--- src/rtl/parity_pkg.sv ---
// Shared types and constants for the parity frame transmitter and its helpers.
package parity_pkg;

  typedef enum logic [2:0] {IDLE, START, DATA, PARITY, STOP} state_t;

  localparam logic PARITY_EVEN = 1'b1;
  localparam logic PARITY_ODD  = 1'b0;
  localparam int   FRAME_BITS  = 11;
  localparam int   DATA_BITS   = 8;

  // Everything captured from the producer at accept time.
  typedef struct packed {
    logic [DATA_BITS-1:0] data;
    logic                 parity_type;
    logic                 parity_bit;
  } frame_t;

endpackage

--- src/rtl/parity_generator.sv ---
// Combinational parity bit for one byte: even -> XOR of data, odd -> XNOR of data.
module parity_generator
  import parity_pkg::*;
(
  input  logic [DATA_BITS-1:0] data,
  input  logic                 parity_type,
  output logic                 parity_bit
);

  assign parity_bit = (parity_type == PARITY_EVEN) ? ^data : ~^data;

endmodule

--- src/rtl/parity_serial_tx.sv ---
// Byte-in, serial-out frame controller: start, 8 data bits LSB first, parity, stop.
module parity_serial_tx
  import parity_pkg::*;
#(
  parameter int CLKS_PER_BIT = 4,
  parameter int CNT_W        = 16
) (
  input  logic                 clk,
  input  logic                 rst_n,
  input  logic [DATA_BITS-1:0] in_data,
  input  logic                 in_parity_type,
  input  logic                 in_valid,
  output logic                 in_ready,
  output logic                 tx_out,
  output logic                 busy,
  output logic                 done,
  output logic [CNT_W-1:0]     frames_sent
);

  localparam int             CW       = (CLKS_PER_BIT > 1) ? $clog2(CLKS_PER_BIT) : 1;
  localparam logic [CW-1:0]  CNT_LAST = CW'(CLKS_PER_BIT - 1);
  localparam logic [2:0]     BIT_LAST = 3'(DATA_BITS - 1);

  state_t        state;
  logic [CW-1:0] clk_cnt;
  logic [2:0]    bit_cnt;
  frame_t        frame_reg;
  logic          gen_parity;
  logic          accept;
  logic          bit_end;
  logic          unused_parity_type;

  parity_generator u_gen (
    .data        (in_data),
    .parity_type (in_parity_type),
    .parity_bit  (gen_parity)
  );

  assign in_ready = (state == IDLE) && rst_n;
  assign accept   = in_valid && in_ready;
  assign bit_end  = (clk_cnt == CNT_LAST);

  // The latched type is kept alongside the byte for debug visibility only.
  assign unused_parity_type = frame_reg.parity_type;

  always_ff @(posedge clk or negedge rst_n) begin
    if (!rst_n) begin
      state       <= IDLE;
      clk_cnt     <= '0;
      bit_cnt     <= '0;
      frame_reg   <= '0;
      tx_out      <= 1'b1;
      busy        <= 1'b0;
      done        <= 1'b0;
      frames_sent <= '0;
    end else begin
      done <= 1'b0;
      if (state == IDLE) begin
        tx_out <= 1'b1;
        busy   <= 1'b0;
        if (accept) begin
          frame_reg <= '{data: in_data, parity_type: in_parity_type, parity_bit: gen_parity};
          state     <= START;
          clk_cnt   <= '0;
          tx_out    <= 1'b0;
          busy      <= 1'b1;
        end
      end else if (!bit_end) begin
        clk_cnt <= clk_cnt + 1'b1;
      end else begin
        // Bit boundary: tx_out is loaded with the next bit so the line never glitches.
        clk_cnt <= '0;
        case (state)
          START: begin
            state   <= DATA;
            bit_cnt <= '0;
            tx_out  <= frame_reg.data[0];
          end
          DATA: begin
            if (bit_cnt == BIT_LAST) begin
              state  <= PARITY;
              tx_out <= frame_reg.parity_bit;
            end else begin
              bit_cnt <= bit_cnt + 1'b1;
              tx_out  <= frame_reg.data[bit_cnt + 1'b1];
            end
          end
          PARITY: begin
            state  <= STOP;
            tx_out <= 1'b1;
          end
          STOP: begin
            state       <= IDLE;
            busy        <= 1'b0;
            done        <= 1'b1;
            frames_sent <= frames_sent + 1'b1;
          end
          default: state <= IDLE;
        endcase
      end
    end
  end

endmodule

--- config.mk ---
export PLATFORM = sky130hd
export DESIGN_NAME = parity_serial_tx
export DESIGN_NICKNAME = d
export VERILOG_FILES = /design/src/rtl/parity_pkg.sv /design/src/rtl/parity_generator.sv /design/src/rtl/parity_serial_tx.sv
export SDC_FILE = /design/constraint.sdc
export NUM_CORES = 1
export LEC_CHECK = 0
export ABC_AREA = 1
export CAP_MARGIN = 20
export CORE_MARGIN = 2
export CORE_UTILIZATION = 45
export CTS_BUF_LIST = sky130_fd_sc_hd__clkbuf_4 sky130_fd_sc_hd__clkbuf_8
export DETAILED_ROUTE_END_ITERATION = 7
export GPL_ROUTABILITY_DRIVEN = 0
export PLACE_DENSITY = 0.65
export SYNTH_ARGS = -nofsm -noshare
export SYNTH_HDL_FRONTEND = slang
export SYNTH_SLANG_ARGS = --single-unit
--- constraint.sdc ---
create_clock -name clk -period 3.8 [get_ports clk]
set_input_delay 0.57 -clock clk [delete_from_list [all_inputs] [get_ports clk]]
set_output_delay 0.57 -clock clk [all_outputs]
set_load 0.03 [all_outputs]
==> impl_metrics.tcl, run 1 <==
set metrics [dict create \
    run_status "finished, final reports clean" \
    post_synth_main_area_contributors "dfrtp_1, nand2_1, inv_1" \
    ordered_cell_list_for_the_critical_path "clkdlybuf4s50_1 > inv_1 > nor2_4 > clkdlybuf4s50_1" \
    setup.worst_path.end_class "output pin" \
    dpl_worst_slack_ns 1.31 \
    clock-sinks 36 \
    critical-path-top-cell-by-count "clkdlybuf4s50_1" \
    area_growth_pct 24.2 \
    drt_wl_total_um 3470 \
    worst_path_largest_cell_delay_ns 0.68 \
    synth.ff_latch_count 36 \
    cp_data_required_time_ns 3.23 \
    yosys-top-cells-count "nand2_1, dfrtp_1, inv_1" \
    ioPinCount 32 \
    leakagePower_nw 1.18 \
    critical_path_buf_inv_count 3 \
    die_area_sq_um 4870 \
    wl_per_cell_um 11.1 \
    globalRouteTotalUtil 0.163 \
    postLayoutSetupSlackWorst_ns 1.31 \
    syn_avg_cell_area_sq_um 8.69 \
    synth-main-ff-cell "dfrtp_1" \
    critical_path_s_slowest_cell "clkdlybuf4s50_1" \
    cts_post_setup_buffers_inserted 0 \
    dp_hpwl_um 2570 \
    number_of_hold_violations_in_the_final_report 0 \
    worst_setup_hold_path_clk_slew_ns 0.07 \
    initial_standard_cell_utilization_of_the_core 0.476 \
    timing_max_transition_violations_final 0 \
    fin_tns_setup_ns 0 \
    worst_pin_slew_ns 0.459 \
    antenna_violating_nets_post_route 0 \
    totalPowerFinal_mw 1.41 \
    cts_made_buffers 5 \
    slew_headroom 0.694 \
    m1WireLength_um 1710 \
    finalSetupViolCount 0 \
    synth-edff-count 0 \
    worst_setup_path_start_kind "input pin" \
    top_layer_used "met4" \
    cts-root-to-sink-buffers 2 \
    final_layout_size_suffix_gt1_frac 0.125 \
    postSynthCellCount 224 \
    worstSkewPairLatency_ns 0.30 \
    yosysTopAreaCell "dfrtp_1" \
    synth_top_area_share 0.450 \
    min_period_over_period 0.654 \
    post_synth_num_cell_types 28 \
    die_height_um 69.8 \
    ir_worst_vdd_mv 0.274 \
    seq_area_frac_synth 0.464 \
    rows 23 \
    tritoncts "done" \
    syn_nets 240 \
    grt_overflow 0 \
    synth-async-reset-ratio 1.00 \
    fmaxAchievable_mhz 402 \
    yosys_warnings 0 \
    drv_cap 0 \
    post-synth-top-count-cell "nand2_1" \
    critical-path-top-delay-family "buffers and inverters" \
    1st_iter_drt_viols 68 \
    first_global_vias 1469 \
    number_of_flip_flops_under_the_largest_register_name 16 \
    ctsResizeCount 0 \
    worstHoldPathType "reg -> reg" \
    rsz0062_at_grt "no" \
    drt_pre_antenna_iters 4 \
    port-buffer-count 31 \
    num_antenna_cells 0 \
    worst_ep_arrival_time_ns 1.92 \
    timing.setup.critical_path_class "in -> out" \
    total_number_of_vias 1528 \
    die_x_um 69.8 \
    design.core.area_sq_um 4090 \
    finalWorstPathRequiredPeriod_ns 2.49 \
    viasPerCell 4.88 \
    antenna_found_initial 0 \
    final_net_count 278 \
    cp_max_fo 2 \
    power_per_cell_area_nw_per_um2 583 \
    wl_met2_um 1530 \
    largest_net_degree_at_the_start_of_global_routing 37 \
    finalClockSkew_ns 0.0129 \
    htreeDepth 2 \
    drc 0 \
    cts_hold_buffers 0 \
    global_route_wire_length_before_repair_um 6330 \
    dr_wl_met3_um 139 \
    cts_root_buffer "clkbuf_8" \
    synthesis.area_sq_um 1950 \
]
layout by cell type, fill, tap and decap left out, drive strengths merged:
cell           netlist  layout
dfstp                1       1
o21ai               15      15
inv                 39      39
xnor2                7       7
buf                  1       1
nand3b               3       3
xor2                10      10
nand4                5       5
a21oi                4       4
nor2                19      19
nor3                 2       2
nand3               20      20
a31o                 1       1
clkinv               1       1
nand2               54      54
clkdlybuf4s50        0      31
nor4                 2       2
dfrtp               35      35
and3                 1       1
clkbuf               0       7
clkinvlp             0       1
ha                   4       4
final cells by class:
class / count / area (sq um)
inverters: 40 / 150
clock buffers: 7 / 90.1
well taps: 50 / 62.6
multi-input cells: 147 / 886
flip-flops and latches: 36 / 902
repair buffers: 32 / 318
clock inverters: 1 / 7.51
fillers: 367 / 1670
where the power goes:
group,switching (mW),total [mW],internal (mW)
combinational,0.345,0.558,0.213
clock,0.140,0.294,0.154
sequential,0.0681,0.556,0.488
final timing paths:
check / start / to / slack (ns) / cells past startpoint
max in group asynchronous: rst_n / tx_out$_DFFE_PN1P_ / 2.74 / 2
max: rst_n / in_ready / 1.31 / 4
min reg2reg: clk_cnt[0]$_DFFE_PN0P_ / clk_cnt[0]$_DFFE_PN0P_ / 0.47 / 1
min in group asynchronous: rst_n / clk_cnt[1]$_DFFE_PN0P_ / 0.72 / 2
max reg2reg: clk_cnt[0]$_DFFE_PN0P_ / frames_sent[9]$_DFFE_PN0P_ / 2.23 / 6
min: clk_cnt[0]$_DFFE_PN0P_ / clk_cnt[0]$_DFFE_PN0P_ / 0.47 / 1
kinds of logic after synthesis:
family	count (synthesis)	synth area share
compound gates	20	0.0534
xor+xnor	17	0.0765
fa+ha+maj	4	0.0257
buf+inv	41	0.0810
flops	36	0.464
simple gates	106	0.300
routing by layer:
| layer | vias up | track usage |
|---|---|---|
| met1 | 707 | 0.212 |
| met5 | - | 0 |
| met2 | 29 | 0.253 |
| li1 | 784 | - |
| met4 | 0 | 0.0833 |
| met3 | 8 | 0.0363 |
metrics by stage:
stage,hold slack [ns],instances,utilization,cell area (sq um)
floorplan,0.274,224,-,1950
global placement,0.466,305,0.567,2320
detailed placement,0.470,305,0.567,2320
CTS,0.482,313,0.591,2420
global route,0.511,313,0.591,2420
finish,0.474,313,0.591,2420
Note: power is estimated with default switching activity, not from simulation.
==> inputs of run 2 (changes only) <==
- PLACE_DENSITY: 0.65 -> 0.68
- clock period: 3.8 -> 2.19 ns (I/O delays scaled with it)
==> run 2 against run 1 <==
Compared with the run above: sequential share of layout area hardly changed; setup slack worse by 0.95 ns; global-route usage up 0.57 points; routed wire length increased by 3.4%; critical path type is now reg -> out; largest cell class unchanged; highest routed layer unchanged.
==> impl_metrics.tcl, run 2 (same netlist as run 1, synthesis figures left out) <==
set metrics [dict create \
    run_status "finished, final reports clean" \
    cp_data_required_time_ns 1.86 \
    cts-root-to-sink-buffers 2 \
    critical_path_s_slowest_cell "clkdlybuf4s50_1" \
    htreeDepth 2 \
    cts_made_buffers 5 \
    rsz0062_at_grt "no" \
    clock_power_share 0.210 \
    finalClockSkew_ns 0.00472 \
    viasPerCell 4.80 \
    worstHoldPathType "reg -> reg" \
    final_net_count 278 \
    netSwitchingFraction 0.389 \
    slew_headroom 0.694 \
    rows 23 \
    number_of_flip_flops_under_the_largest_register_name 16 \
    die_x_um 69.8 \
    worstRegToRegCells 6 \
    initial_standard_cell_utilization_of_the_core 0.476 \
    tritoncts "done" \
    drc 0 \
    wl_per_cell_um 11.5 \
    setup.worst_path.end_class "output pin" \
    fin_tns_setup_ns 0 \
    dpl_cell_area_sq_um 2320 \
    place_inst 305 \
    dpl_worst_slack_ns 0.545 \
    drt_pre_antenna_iters 4 \
    worstHoldStart "busy$_DFFE_PN0P_" \
    final_core_utilization 0.591 \
    critical_path.reg2reg.endpoint "frames_sent[9]$_DFFE_PN0P_" \
    drv_cap 0 \
    num_antenna_cells 0 \
    worst_path_largest_cell_delay_ns 0.72 \
    timing_max_transition_violations_final 0 \
    total_number_of_vias 1502 \
    fmaxAchievable_mhz 546 \
    ioPinCount 32 \
    largest_net_degree_at_the_start_of_global_routing 37 \
    final_cell_area_sq_um 2410 \
    drt_wl_total_um 3590 \
    postLayoutSetupSlackWorst_ns 0.360 \
    cts_hold_buffers 0 \
    cts_root_buffer "clkbuf_8" \
    global_route_wire_length_before_repair_um 6560 \
    commonest_non_fill_non_tap_cells_in_the_layout "nand2_1, inv_1, dfrtp_1, clkdlybuf4s50_1, nand3_1" \
    comb_power_share 0.395 \
    final_layout_size_suffix_gt1_frac 0.129 \
    cts_post_setup_buffers_inserted 0 \
    antenna_found_initial 0 \
    power_per_cell_area_nw_per_um2 1010 \
    ir_worst_vdd_mv 0.515 \
    design.core.area_sq_um 4090 \
    min_period_over_period 0.836 \
    antenna_violating_nets_post_route 0 \
    critical_path_buf_inv_count 1 \
    port-buffer-count 31 \
    worst_hold_path.endpoint "busy$_DFFE_PN0P_" \
    1st_iter_drt_viols 55 \
    cp-startpoint "frames_sent[4]$_DFFE_PN0P_" \
    finalSetupViolCount 0 \
    worstSkewPairLatency_ns 0.29 \
    worst_setup_path_start_kind "flop" \
    regToRegStartpoint "clk_cnt[0]$_DFFE_PN0P_" \
    dp_hpwl_um 2720 \
    area_growth_pct 24.1 \
    critical-path-top-delay-family "buffers and inverters" \
    internal-power_mw 1.49 \
    whs_path_depth 2 \
    finalWorstPathRequiredPeriod_ns 1.83 \
    die_height_um 69.8 \
    final_cell_count_no_fill 313 \
    ctsResizeCount 0 \
    setup.reg_to_reg.worst_slack_ns 0.66 \
    grt_overflow 0 \
    ordered_cell_list_for_the_critical_path "clkdlybuf4s50_1" \
    power.net_switching_mw 0.950 \
    leakagePower_nw 1.19 \
    worst_ep_arrival_time_ns 1.50 \
    pwr-share-seq 0.395 \
    clock-sinks 36 \
    mostFrequentLayoutCell "nand2_1" \
    first_global_vias 1452 \
    timing.setup.critical_path_class "reg -> out" \
    worst_setup_hold_path_clk_slew_ns 0.07 \
    die_area_sq_um 4870 \
    number_of_hold_violations_in_the_final_report 0 \
    globalRouteTotalUtil 0.168 \
    worst_pin_slew_ns 0.459 \
    cp_max_fo 7 \
]
[run 2: changes by cell type in the layout (fill, tap and decap cells not counted)]
cell,change
clkdlybuf4s50_1,-1
clkbuf_4,+1
buf_4,+1
clkinvlp_4,-1
[run 2: worst max path at each step]
stage	endpoint	slack (ns)	cells after the start
after global placement	state[2]$_DFFE_PN0P_	0.59	9
after floorplan	frames_sent[8]$_DFFE_PN0P_	0.57	7
after CTS	frames_sent[4]	0.35	1
after detailed placement	state[2]$_DFFE_PN0P_	0.55	9
after global routing	frames_sent[5]	0.30	1
final	frames_sent[4]	0.36	1
[run 2: final cells by class]
type / count / area, sq um
tap: 50 / 62.6
fill: 374 / 1670
multi-input combinational: 147 / 886
timing repair buffer: 32 / 315
inverter: 40 / 150
clock buffer: 8 / 97.6
sequential: 36 / 902
[run 2: power by group through the flow]
stage,Sequential [mW],Combinational [mW],Clock (mW)
after floorplan,1.03,0.653,0
after global placement,0.973,0.957,0
after detailed placement,0.979,0.972,0
after CTS,0.966,0.979,0.533
after global routing,0.986,1.10,0.558
final,0.964,0.966,0.513
[run 2: through the flow]
stage	hold slack, ns	total power [mW]
global route	0.500	2.64
floorplan	0.0329	1.68
finish	0.478	2.44
global placement	0.468	1.93
CTS	0.485	2.48
detailed placement	0.469	1.95
[run 2: layer usage]
layer / track usage / vias up / share of wire / wire length (um)
met4: 0.0641 / 0 / 0.019 / 68
met5: 0 / - / 0 / 0
met3: 0.0451 / 7 / 0.033 / 119
met2: 0.264 / 24 / 0.47 / 1700
met1: 0.223 / 690 / 0.48 / 1710
li1: - / 781 / - / -
==> edit: new RTL, config.mk and constraints of run 2 <==
The package constant `DATA_BITS` goes from 8 to 6.
--- a/src/rtl/parity_pkg.sv
+++ b/src/rtl/parity_pkg.sv
@@ -6,7 +6,7 @@
   localparam logic PARITY_EVEN = 1'b1;
   localparam logic PARITY_ODD  = 1'b0;
   localparam int   FRAME_BITS  = 11;
-  localparam int   DATA_BITS   = 8;
+  localparam int   DATA_BITS   = 6;
 
   // Everything captured from the producer at accept time.
   typedef struct packed {
Ports: changed (resized in_data); port bits go from 32 to 30. The function was not compared with the original's and may differ.
==> edit against run 2 <==
Total power fell by 1.6%. Core utilization fell by 1.2 points. Synthesized cell count rose by 4.0%. Cell area fell by 3.4%. Maximum frequency rose by 1.1%. Setup slack improved by 0.020 ns. Critical path depth did not move. Area after synthesis fell by 3.0%. Global-route usage rose by 0.70 points. Count of clock-buffer cells in the layout did not move. Routed wire length fell by 0.33%. Sequential cell count fell by 2. Critical path type unchanged. Largest cell class is now multi-input combinational cells.
==> edit: results (changes against run 2) <==
- The wire length on met2 is 1730 um (was 1700 um).
- Synth area leaders: dfrtp_1, nand2_1, inv_1, nor2_1, xor2_1 (was dfrtp_1, nand2_1, inv_1, nand3_1, xor2_1).
- The post-route met1 wirelength came to 1600 um (was 1710 um).
- The final setup skew was 0.00275 ns (was 0.00472 ns).
- The maximum fanout along the worst path is 2 (was 7).
- The highest-delay cell along the critical path was clkdlybuf4s50_1 (unchanged).
- The distinct cell type count after synthesis is 27 (was 28).
- The global-route usage over all layers was 17.5% (was 16.8%).
- The insertion delay to the later sink of the worst-skew pair came to 0.29 ns (about the same).
- The highest routed metal layer is met4 (unchanged).
- The final layout net count was 282 (was 278).
- The DRC violation total after the first TritonRoute iteration is 77 (was 55).
- Synth top cells by count: nand2_1, dfrtp_1, inv_1 (unchanged).
- The root buffer cell is clkbuf_8 (unchanged).
- The kind of cell with the highest combined delay on the critical path was buffers and inverters (unchanged).
- The number of clock buffers inserted by TritonCTS is 5 (unchanged).
- The sequential area share after synthesis is 45.2% (was 46.4%).
- The half-perimeter wire length of the detailed placement result is 2670 um (was 2720 um).
- The ratio of cells with drive above 1 in the final layout is 11.9% (was 12.9%).
- The maximum number of pins on one net before global-route repair is 35 (was 37).
- The average via count per standard cell came to 4.86 (was 4.80).
- The remaining max-slew budget at the tightest pin is 65.3% (was 69.4%).
- The leakage power of the design was 1.15 nW (was 1.19 nW).
- The data arrival time of the worst path is 1.48 ns (was 1.50 ns).
- The yosys synthesis warning count is 0 (unchanged).
- The wire length of the first global-routing pass is 5950 um (was 6560 um).
- The worst hold-check path type is reg -> reg (unchanged).
- The routed wire length came to 3580 um (was 3590 um).
- Outcome: complete, no violations (unchanged).
- The worst supply voltage drop on vdd is 0.569 mV (was 0.515 mV).
- The area share of the leading cell type in the synthesized netlist is 43.8% (was 45.0%).
- The antenna diode instance count is 0 (unchanged).
- The maximum count of clock buffers along a single path is 2 (unchanged).
- The sum of met3 wire segment lengths after detailed routing is 173 um (was 119 um).
- The count of buffers inserted at the top-level ports is 29 (was 31).
- The total number of H-tree levels is 2 (unchanged).
- The worst stage delay on the critical path is 0.66 ns (was 0.72 ns).
- The total nets after synthesis is 247 (was 240).
- The number of iterations in the first detailed-routing pass is 6 (was 4).
- The number of global-route vias before repair is 1382 (was 1452).
==> edit: cell count changes after synthesis, sizes merged, moves of 3 or more <==
cell,before,now
nand2,54,67
nand3,20,13
nor2,19,25
nand3b,3,0
o21ai,15,18
==> edit: through the flow <==
stage | hold slack (ns) | cells | cell area [um^2] | setup slack (ns)
2_1_floorplan | 0.0329 | 233 | 1890 | 0.667
3_3_place_gp | 0.470 | 311 | 2220 | 0.390
3_5_place_dp | 0.484 | 311 | 2220 | 0.351
4_1_cts | 0.492 | 319 | 2330 | 0.362
5_1_grt | 0.526 | 319 | 2330 | 0.332
6_report | 0.487 | 319 | 2330 | 0.380
==> edit: metal layers <==
layer  track usage, %  vias to the layer above
li1                 -                      799
met1             19.7                      711
met2             30.9                       35
met3             5.03                        6
met4             7.35                        0
met5                0                        -
==> edit: worst paths after layout <==
kind | cells past startpoint | from | end | slack, ns
max in group asynchronous | 2 | rst_n | tx_out | 1.26
max reg2reg | 6 | clk_cnt[0] | frames_sent[9] | 0.64
min | 1 | clk_cnt[0] | clk_cnt[0] | 0.49
max | 1 | tx_out | tx_out | 0.38
min reg2reg | 1 | clk_cnt[0] | clk_cnt[0] | 0.49
min in group asynchronous | 2 | rst_n | frames_sent[0] | 0.59
==> edit: cell families (layout without fill, tap and decap cells) <==
logic type	count (synthesis)	in the layout	share of synthesized area [%]
AOI/OAI and AO/OA	25	25	7.29
adders and majority gates	4	4	2.65
xor gates and xnor gates	16	16	7.43
and+or+nand+nor	115	115	28.9
DFF	34	34	45.2
buffers and inverters	39	75	8.55
==> edit: cell type report <==
class	instances	area, um^2
Multi-Input combinational cell	160	873
Fill cell	388	1700
Sequential cell	34	852
Timing Repair Buffer	30	295
Tap cell	50	62.6
Inverter	37	139
Clock buffer	8	110
==> edit: power by group <==
group          switching (W)  internal (W)  total (W)
Combinational       0.000573      0.000350   0.000923
Clock               0.000236      0.000318   0.000554
Sequential          0.000131      0.000795   0.000926
